[src/rtl/uart_sys_pkg.sv]
// Shared types for the UART loopback datapath: frame status and echo controller states.
package uart_sys_pkg;

   typedef enum logic {
      FRAME_OK  = 1'b0,
      FRAME_ERR = 1'b1
   } frame_err_e;

   typedef enum logic [2:0] {
      ST_IDLE      = 3'd0,
      ST_DE_SETUP  = 3'd1,
      ST_LOAD      = 3'd2,
      ST_WAIT_DONE = 3'd3,
      ST_DE_HOLD   = 3'd4
   } echo_state_e;

   function automatic logic [15:0] sat_inc16(input logic [15:0] v);
      return (v == 16'hFFFF) ? v : v + 16'd1;
   endfunction

endpackage

[src/rtl/uart_sync_fifo.sv]
// Single-clock FIFO with extra-MSB pointers; the head word is always visible on rd_data_o.
module uart_sync_fifo #(
   parameter int WIDTH = 8,
   parameter int DEPTH = 16
) (
   input  logic                       clk,
   input  logic                       rst,
   input  logic                       wr_en_i,
   input  logic [WIDTH-1:0]           wr_data_i,
   input  logic                       rd_en_i,
   output logic [WIDTH-1:0]           rd_data_o,
   output logic [$clog2(DEPTH+1)-1:0] level_o,
   output logic                       full_o,
   output logic                       empty_o
);
   localparam int AW = $clog2(DEPTH);
   localparam int LW = $clog2(DEPTH+1);
   localparam logic [AW:0] PTR_ONE = {{AW{1'b0}}, 1'b1};

   logic [WIDTH-1:0] mem_q [DEPTH];
   logic [AW:0]      wr_ptr_q;
   logic [AW:0]      rd_ptr_q;

   always_ff @(posedge clk or posedge rst) begin
      if (rst) begin
         wr_ptr_q <= '0;
         rd_ptr_q <= '0;
      end else begin
         if (wr_en_i) wr_ptr_q <= wr_ptr_q + PTR_ONE;
         if (rd_en_i) rd_ptr_q <= rd_ptr_q + PTR_ONE;
      end
   end

   // Storage is not reset; a simultaneous read and write on a full FIFO reuses the head slot safely.
   always_ff @(posedge clk) begin
      if (wr_en_i) mem_q[wr_ptr_q[AW-1:0]] <= wr_data_i;
   end

   assign rd_data_o = mem_q[rd_ptr_q[AW-1:0]];
   assign level_o   = LW'(wr_ptr_q - rd_ptr_q);
   assign full_o    = (level_o == LW'(DEPTH));
   assign empty_o   = (wr_ptr_q == rd_ptr_q);

endmodule

[src/rtl/uart_echo_fifo_ctrl.sv]
// RS485 echo controller: buffers uart_rx words and replays them to uart_tx with driver-enable guard times.
//   state        | meaning
//   ST_IDLE      | driver off, waiting for a buffered word
//   ST_DE_SETUP  | driver on, guard time before the first word
//   ST_LOAD      | waiting for the transmitter to go idle, then start a word
//   ST_WAIT_DONE | word in flight, waiting for tx_done
//   ST_DE_HOLD   | driver held on for the guard time after the last word
module uart_echo_fifo_ctrl
   import uart_sys_pkg::*;
#(
   parameter int WIDTH        = 8,
   parameter int DEPTH        = 16,
   parameter int GUARD_CYCLES = 434,
   parameter int LED_HOLD     = 5_000_000
) (
   input  logic                       clk,
   input  logic                       rst,
   input  logic [WIDTH-1:0]           rx_data,
   input  logic                       rx_valid,
   input  logic                       rx_error,
   input  logic                       tx_busy,
   input  logic                       tx_done,
   output logic                       tx_start,
   output logic [WIDTH-1:0]           tx_data,
   output logic                       en_rs485,
   output logic                       led_rx,
   output logic                       led_err,
   output logic                       overflow,
   output logic [$clog2(DEPTH+1)-1:0] fifo_level,
   output logic [15:0]                err_count
);
   localparam int GW = $clog2(GUARD_CYCLES+1);
   localparam int HW = $clog2(LED_HOLD+1);

   echo_state_e      state_q, state_d;
   logic [GW-1:0]    guard_q, guard_d;
   logic [HW-1:0]    led_rx_cnt_q, led_rx_cnt_d;
   logic [HW-1:0]    led_err_cnt_q, led_err_cnt_d;
   logic             tx_start_q, en_q, led_rx_q, led_err_q, ovf_q;
   logic [WIDTH-1:0] tx_data_q;
   logic [15:0]      err_q;

   logic [WIDTH-1:0] fifo_head;
   logic             fifo_full, fifo_empty;
   logic             fire, push_req, push_ok, drop, err_evt;
   frame_err_e       rx_kind;

   assign rx_kind  = frame_err_e'(rx_error);
   assign push_req = rx_valid && (rx_kind == FRAME_OK);
   assign err_evt  = rx_valid && (rx_kind == FRAME_ERR);
   assign push_ok  = push_req && (!fifo_full || fire);
   assign drop     = push_req && fifo_full && !fire;

   uart_sync_fifo #(.WIDTH(WIDTH), .DEPTH(DEPTH)) u_fifo (
      .clk       (clk),
      .rst       (rst),
      .wr_en_i   (push_ok),
      .wr_data_i (rx_data),
      .rd_en_i   (fire),
      .rd_data_o (fifo_head),
      .level_o   (fifo_level),
      .full_o    (fifo_full),
      .empty_o   (fifo_empty)
   );

   // The last DE_SETUP cycle also evaluates the LOAD condition so the first start lands right at guard expiry.
   always_comb begin
      state_d = state_q;
      guard_d = guard_q;
      fire    = 1'b0;
      unique case (state_q)
         ST_IDLE: begin
            if (!fifo_empty) begin
               state_d = ST_DE_SETUP;
               guard_d = GW'(GUARD_CYCLES - 1);
            end
         end
         ST_DE_SETUP: begin
            if (guard_q != '0) begin
               guard_d = guard_q - GW'(1);
            end else if (!tx_busy && !fifo_empty) begin
               fire    = 1'b1;
               state_d = ST_WAIT_DONE;
            end else begin
               state_d = ST_LOAD;
            end
         end
         ST_LOAD: begin
            if (!tx_busy && !fifo_empty) begin
               fire    = 1'b1;
               state_d = ST_WAIT_DONE;
            end
         end
         ST_WAIT_DONE: begin
            if (tx_done) begin
               if (!fifo_empty) begin
                  state_d = ST_LOAD;
               end else begin
                  state_d = ST_DE_HOLD;
                  guard_d = GW'(GUARD_CYCLES);
               end
            end
         end
         ST_DE_HOLD: begin
            if (!fifo_empty)          state_d = ST_LOAD;
            else if (guard_q != '0)   guard_d = guard_q - GW'(1);
            else                      state_d = ST_IDLE;
         end
         default: state_d = ST_IDLE;
      endcase
   end

   always_comb begin
      led_rx_cnt_d  = led_rx_cnt_q;
      led_err_cnt_d = led_err_cnt_q;
      if (push_ok)                    led_rx_cnt_d = HW'(LED_HOLD);
      else if (led_rx_cnt_q != '0)    led_rx_cnt_d = led_rx_cnt_q - HW'(1);
      if (err_evt || drop)            led_err_cnt_d = HW'(LED_HOLD);
      else if (led_err_cnt_q != '0)   led_err_cnt_d = led_err_cnt_q - HW'(1);
   end

   always_ff @(posedge clk or posedge rst) begin
      if (rst) begin
         state_q       <= ST_IDLE;
         guard_q       <= '0;
         led_rx_cnt_q  <= '0;
         led_err_cnt_q <= '0;
         tx_start_q    <= 1'b0;
         tx_data_q     <= '0;
         en_q          <= 1'b0;
         led_rx_q      <= 1'b0;
         led_err_q     <= 1'b0;
         ovf_q         <= 1'b0;
         err_q         <= '0;
      end else begin
         state_q       <= state_d;
         guard_q       <= guard_d;
         led_rx_cnt_q  <= led_rx_cnt_d;
         led_err_cnt_q <= led_err_cnt_d;
         tx_start_q    <= fire;
         if (fire) tx_data_q <= fifo_head;
         en_q          <= (state_d != ST_IDLE);
         led_rx_q      <= (led_rx_cnt_d != '0);
         led_err_q     <= (led_err_cnt_d != '0);
         if (drop)    ovf_q <= 1'b1;
         if (err_evt) err_q <= sat_inc16(err_q);
      end
   end

   assign tx_start  = tx_start_q;
   assign tx_data   = tx_data_q;
   assign en_rs485  = en_q;
   assign led_rx    = led_rx_q;
   assign led_err   = led_err_q;
   assign overflow  = ovf_q;
   assign err_count = err_q;

endmodule

[config.mk]
export PLATFORM = sky130hd
export DESIGN_NAME = uart_echo_fifo_ctrl
export DESIGN_NICKNAME = d
export VERILOG_FILES = /design/src/rtl/uart_sys_pkg.sv /design/src/rtl/uart_sync_fifo.sv /design/src/rtl/uart_echo_fifo_ctrl.sv
export SDC_FILE = /design/constraint.sdc
export NUM_CORES = 1
export LEC_CHECK = 0
export CORE_MARGIN = 2
export CORE_UTILIZATION = 55
export CTS_CLUSTER_SIZE = 14
export DETAILED_ROUTE_END_ITERATION = 12
export GPL_TIMING_DRIVEN = 1
export PLACE_DENSITY_LB_ADDON = 0.3
export SLEW_MARGIN = 10
export SYNTH_ARGS = -nofsm -noshare
export SYNTH_HDL_FRONTEND = slang
export SYNTH_SLANG_ARGS = --single-unit
[constraint.sdc]
create_clock -name clk -period 3.1 [get_ports clk]
set_input_delay 0.465 -clock clk [delete_from_list [all_inputs] [get_ports clk]]
set_output_delay 0.465 -clock clk [all_outputs]
set_load 0.005 [all_outputs]
==> qor.csv <==
stage,metric,value,unit
run_status,run_status,finished clean,
clock_network,cts_tree,done,
cells_and_area,stdcell_area,11900,um2
yosys,async_flop_share,43.1,%
floorplanning,die_w,141,um
yosys,ys_seq_area_share,60.5,%
cells_and_area,final_nets,884,
cells_and_area,area_growth,15.2,%
detailed_routing,drtPass1Iterations,5,
placed_design,hpwl,15.5,mm
clock_network,clk_latency,0.51,ns
clock_network,holdBufCountCts,0,
global_route,antenna_found_initial,0,
placed_design,port_buffers,47,
global_route,grt_pass1_vias,6675,
detailed_routing,wl_per_cell,20.5,um
cells_and_area,drive_above_1_share,15.7,%
cells_and_area,layout_commonest_cell,edfxtp_1,
clock_network,cts_max_level,1,
worst_setup_path,start_kind,register,
global_route,grt_pass1_wl,36.5,mm
floorplanning,rows,50,
clock_network,cts.clk_slew.worst_paths,0.06,ns
placed_design,dp.cells,1060,
floorplanning,ioPinCount,48,
detailed_routing,vias_per_cell,6.08,
cells_and_area,final_util,64.3,%
worst_setup_path,crit_required,2.63,ns
timing,slew_violations,0,
timing,fmax,336,MHz
yosys,synth_top_flop_cell,edfxtp_1,
cells_and_area,fillers,1348,
timing,skew,0.00897,ns
detailed_routing,ant_nets,0,
worst_setup_path,startpoint,u_fifo.wr_ptr_q[0],
worst_setup_path,path_class,reg2out,
worst_setup_path,cp-end-kind,primary output,
yosys,syn_area,10400,um2
yosys,syn_avg_cell_area,13.3,um2
flow_run,maxCapViolCount,0,
pwr,peakVddDrop,0.401,mV
yosys,synth_edf_count,128,
worst_setup_path,cp_max_fo,4,
detailed_routing,drt_iter0_markers,665,
pwr,leakage,4.39,nW
global_route,grt_max_degree,51,
cells_and_area,post_layout_nonfiller_instances,1104,
timing,worstMarginPinSlew,0.783,ns
yosys,yosysUniqueCellTypes,71,
yosys,yosys_register_bits,225,
yosys,synth_nets,812,
yosys,synth_cells,781,
timing,fin_crit_sh,95.9,%
timing,holdWs,0.409,ns
hold_path,hold_class,in2async,
cells_and_area,regArea,6270,um2
detailed_routing,wl,22.7,mm
floorplanning,dieArea,20000,um2
clock_network,clockBufferDepth,3,
cells_and_area,final_cell_mix,"edfxtp_1, dfrtp_1, nor2_1",
timing,slew_headroom,47.4,%
worst_setup_path,worstPathArrival,2.51,ns
detailed_routing,drc,0,
clock_network,root_buffer,clkbuf_16,
floorplanning,die_h,141,um
detailed_routing,vias,6711,
global_route,grt_overflow,0,
floorplanning,start_util,55.8,%
timing,finalHoldViolCount,0,
clock_network,clock-sinks,225,
floorplanning,coreArea,18600,um2
timing,setup_viol,0,
timing,min_period,2.97,ns
clock_network,cts_made_buffers,23,
pwr,power_density,717,nW/um2
cells_and_area,multi_input_area,3910,um2
placed_design,gp_congestion,0.897,
cells_and_area,antenna_cells,0,
global_route,grtUsageTotal,23.4,%
yosys,yosysWarnings,0,
placed_design,place_area,11200,um2
worst_setup_path,rr_startpoint,u_fifo.wr_ptr_q[0],
cell type report:
cell class,count,area share (%)
Clock inverter,10,0.639
Sequential cell,225,52.5
Clock buffer,32,5.27
Timing Repair Buffer,74,5.62
Tap cell,234,2.45
Inverter,25,0.806
Multi-Input combinational cell,504,32.7
power breakdown:
part / switching, mW / internal (mW)
clock network: 1.10 / 1.50
registers: 0.360 / 3.50
logic: 1.15 / 0.961
total: 2.61 / 5.96
registers in the layout, indices dropped and copies added (netlist names), 3 cells and up:
name / cells
u_fifo.mem_q: 128
led_err_cnt_q: 23
led_rx_cnt_q: 23
err_count: 16
guard_q: 9
tx_data: 8
u_fifo.rd_ptr_q: 5
u_fifo.wr_ptr_q: 5
state_q: 3
synthesized netlist by cell type (2+ instances only):
library cell / n / share of area [%]
o21ai_0: 30 / 1.4
nor4b_1: 3 / 0.25
dfrtp_1: 97 / 23
and4_1: 4 / 0.34
nand3_1: 21 / 1.0
nor3_2: 2 / 0.19
mux4_2: 40 / 8.7
nand4b_1: 2 / 0.17
or3b_2: 3 / 0.25
xor2_1: 16 / 1.4
nand2b_1: 7 / 0.42
mux2_2: 9 / 0.98
or4_1: 4 / 0.29
nand2_1: 57 / 2.1
o21a_1: 2 / 0.14
nand3b_1: 2 / 0.14
o31a_1: 2 / 0.17
and2_1: 16 / 0.97
nor3b_1: 3 / 0.22
and3_1: 11 / 0.66
a21oi_1: 22 / 1.1
edfxtp_1: 128 / 37
mux2i_1: 7 / 0.68
or2_2: 2 / 0.12
nor2_1: 74 / 2.7
clkbuf_1: 16 / 0.58
nor2b_1: 4 / 0.24
a21o_1: 6 / 0.43
o31ai_1: 2 / 0.14
or3_1: 9 / 0.54
o22ai_1: 2 / 0.12
xnor2_1: 43 / 3.6
nand4_1: 12 / 0.72
a41oi_1: 3 / 0.25
o21ai_1: 2 / 0.097
nor3_1: 20 / 0.97
a211oi_1: 4 / 0.29
ha_1: 16 / 1.9
a31oi_1: 2 / 0.12
buf_1: 5 / 0.18
inv_1: 24 / 0.87
nor4_1: 14 / 0.84
buf_2: 5 / 0.24
logic make-up after synthesis:
group | synth area share [%]
flip-flops | 60.5
adder cells (fa/ha/maj) | 2.12
XOR/XNOR | 5.14
buffers and inverters | 1.98
AO/OA/AOI/OAI | 5.85
AND/OR/NAND/NOR | 14.1
multiplexers | 10.3
path summary, 6_finish.rpt:
kind	end	slack, ns	depth (start not counted)
max	fifo_level[4]	0.13	9
max in group asynchronous	tx_data[4]	1.99	3
min	err_count[15]	0.41	2
min reg2reg	overflow	0.46	1
max reg2reg	u_fifo.mem_q[1][5]	0.13	9
min in group clk	overflow	0.46	1
critical path, stage by stage (launching register included):
cell           delay [ns]
dfrtp_1              0.36
inv_2                0.07
ha_1                 0.20
fa_2                 0.36
nand2b_1             0.18
a21oi_2              0.15
xor2_1               0.22
buf_4                0.16
inv_1                0.03
dlygate4sd2_1        0.27
per-layer routing:
layer  routed length (um)  track usage [%]  up-vias
met5                    0                0        -
met2                11000             37.1      230
li1                     -                -     3048
met3                 1250             3.85       41
met1                 9870             34.0     3392
met4                  569             6.42        0
metrics by stage:
step	setup TNS [ns]	worst slack, ns	total power [mW]
after floorplan	0	0.101	5.13
after global placement	0	0.142	5.88
after detailed placement	-0.193	-0.0214	5.96
after CTS	0	0.0341	8.60
after global routing	-0.739	-0.0356	8.98
final	0	0.126	8.57
what timing repair did:
item,CTS,global route
pin swaps,1,1
gates resized for setup,2,10
setup endpoints to repair,33,73
buffers inserted,2,0
No activity file was read; power rests on OpenSTA's default activity.
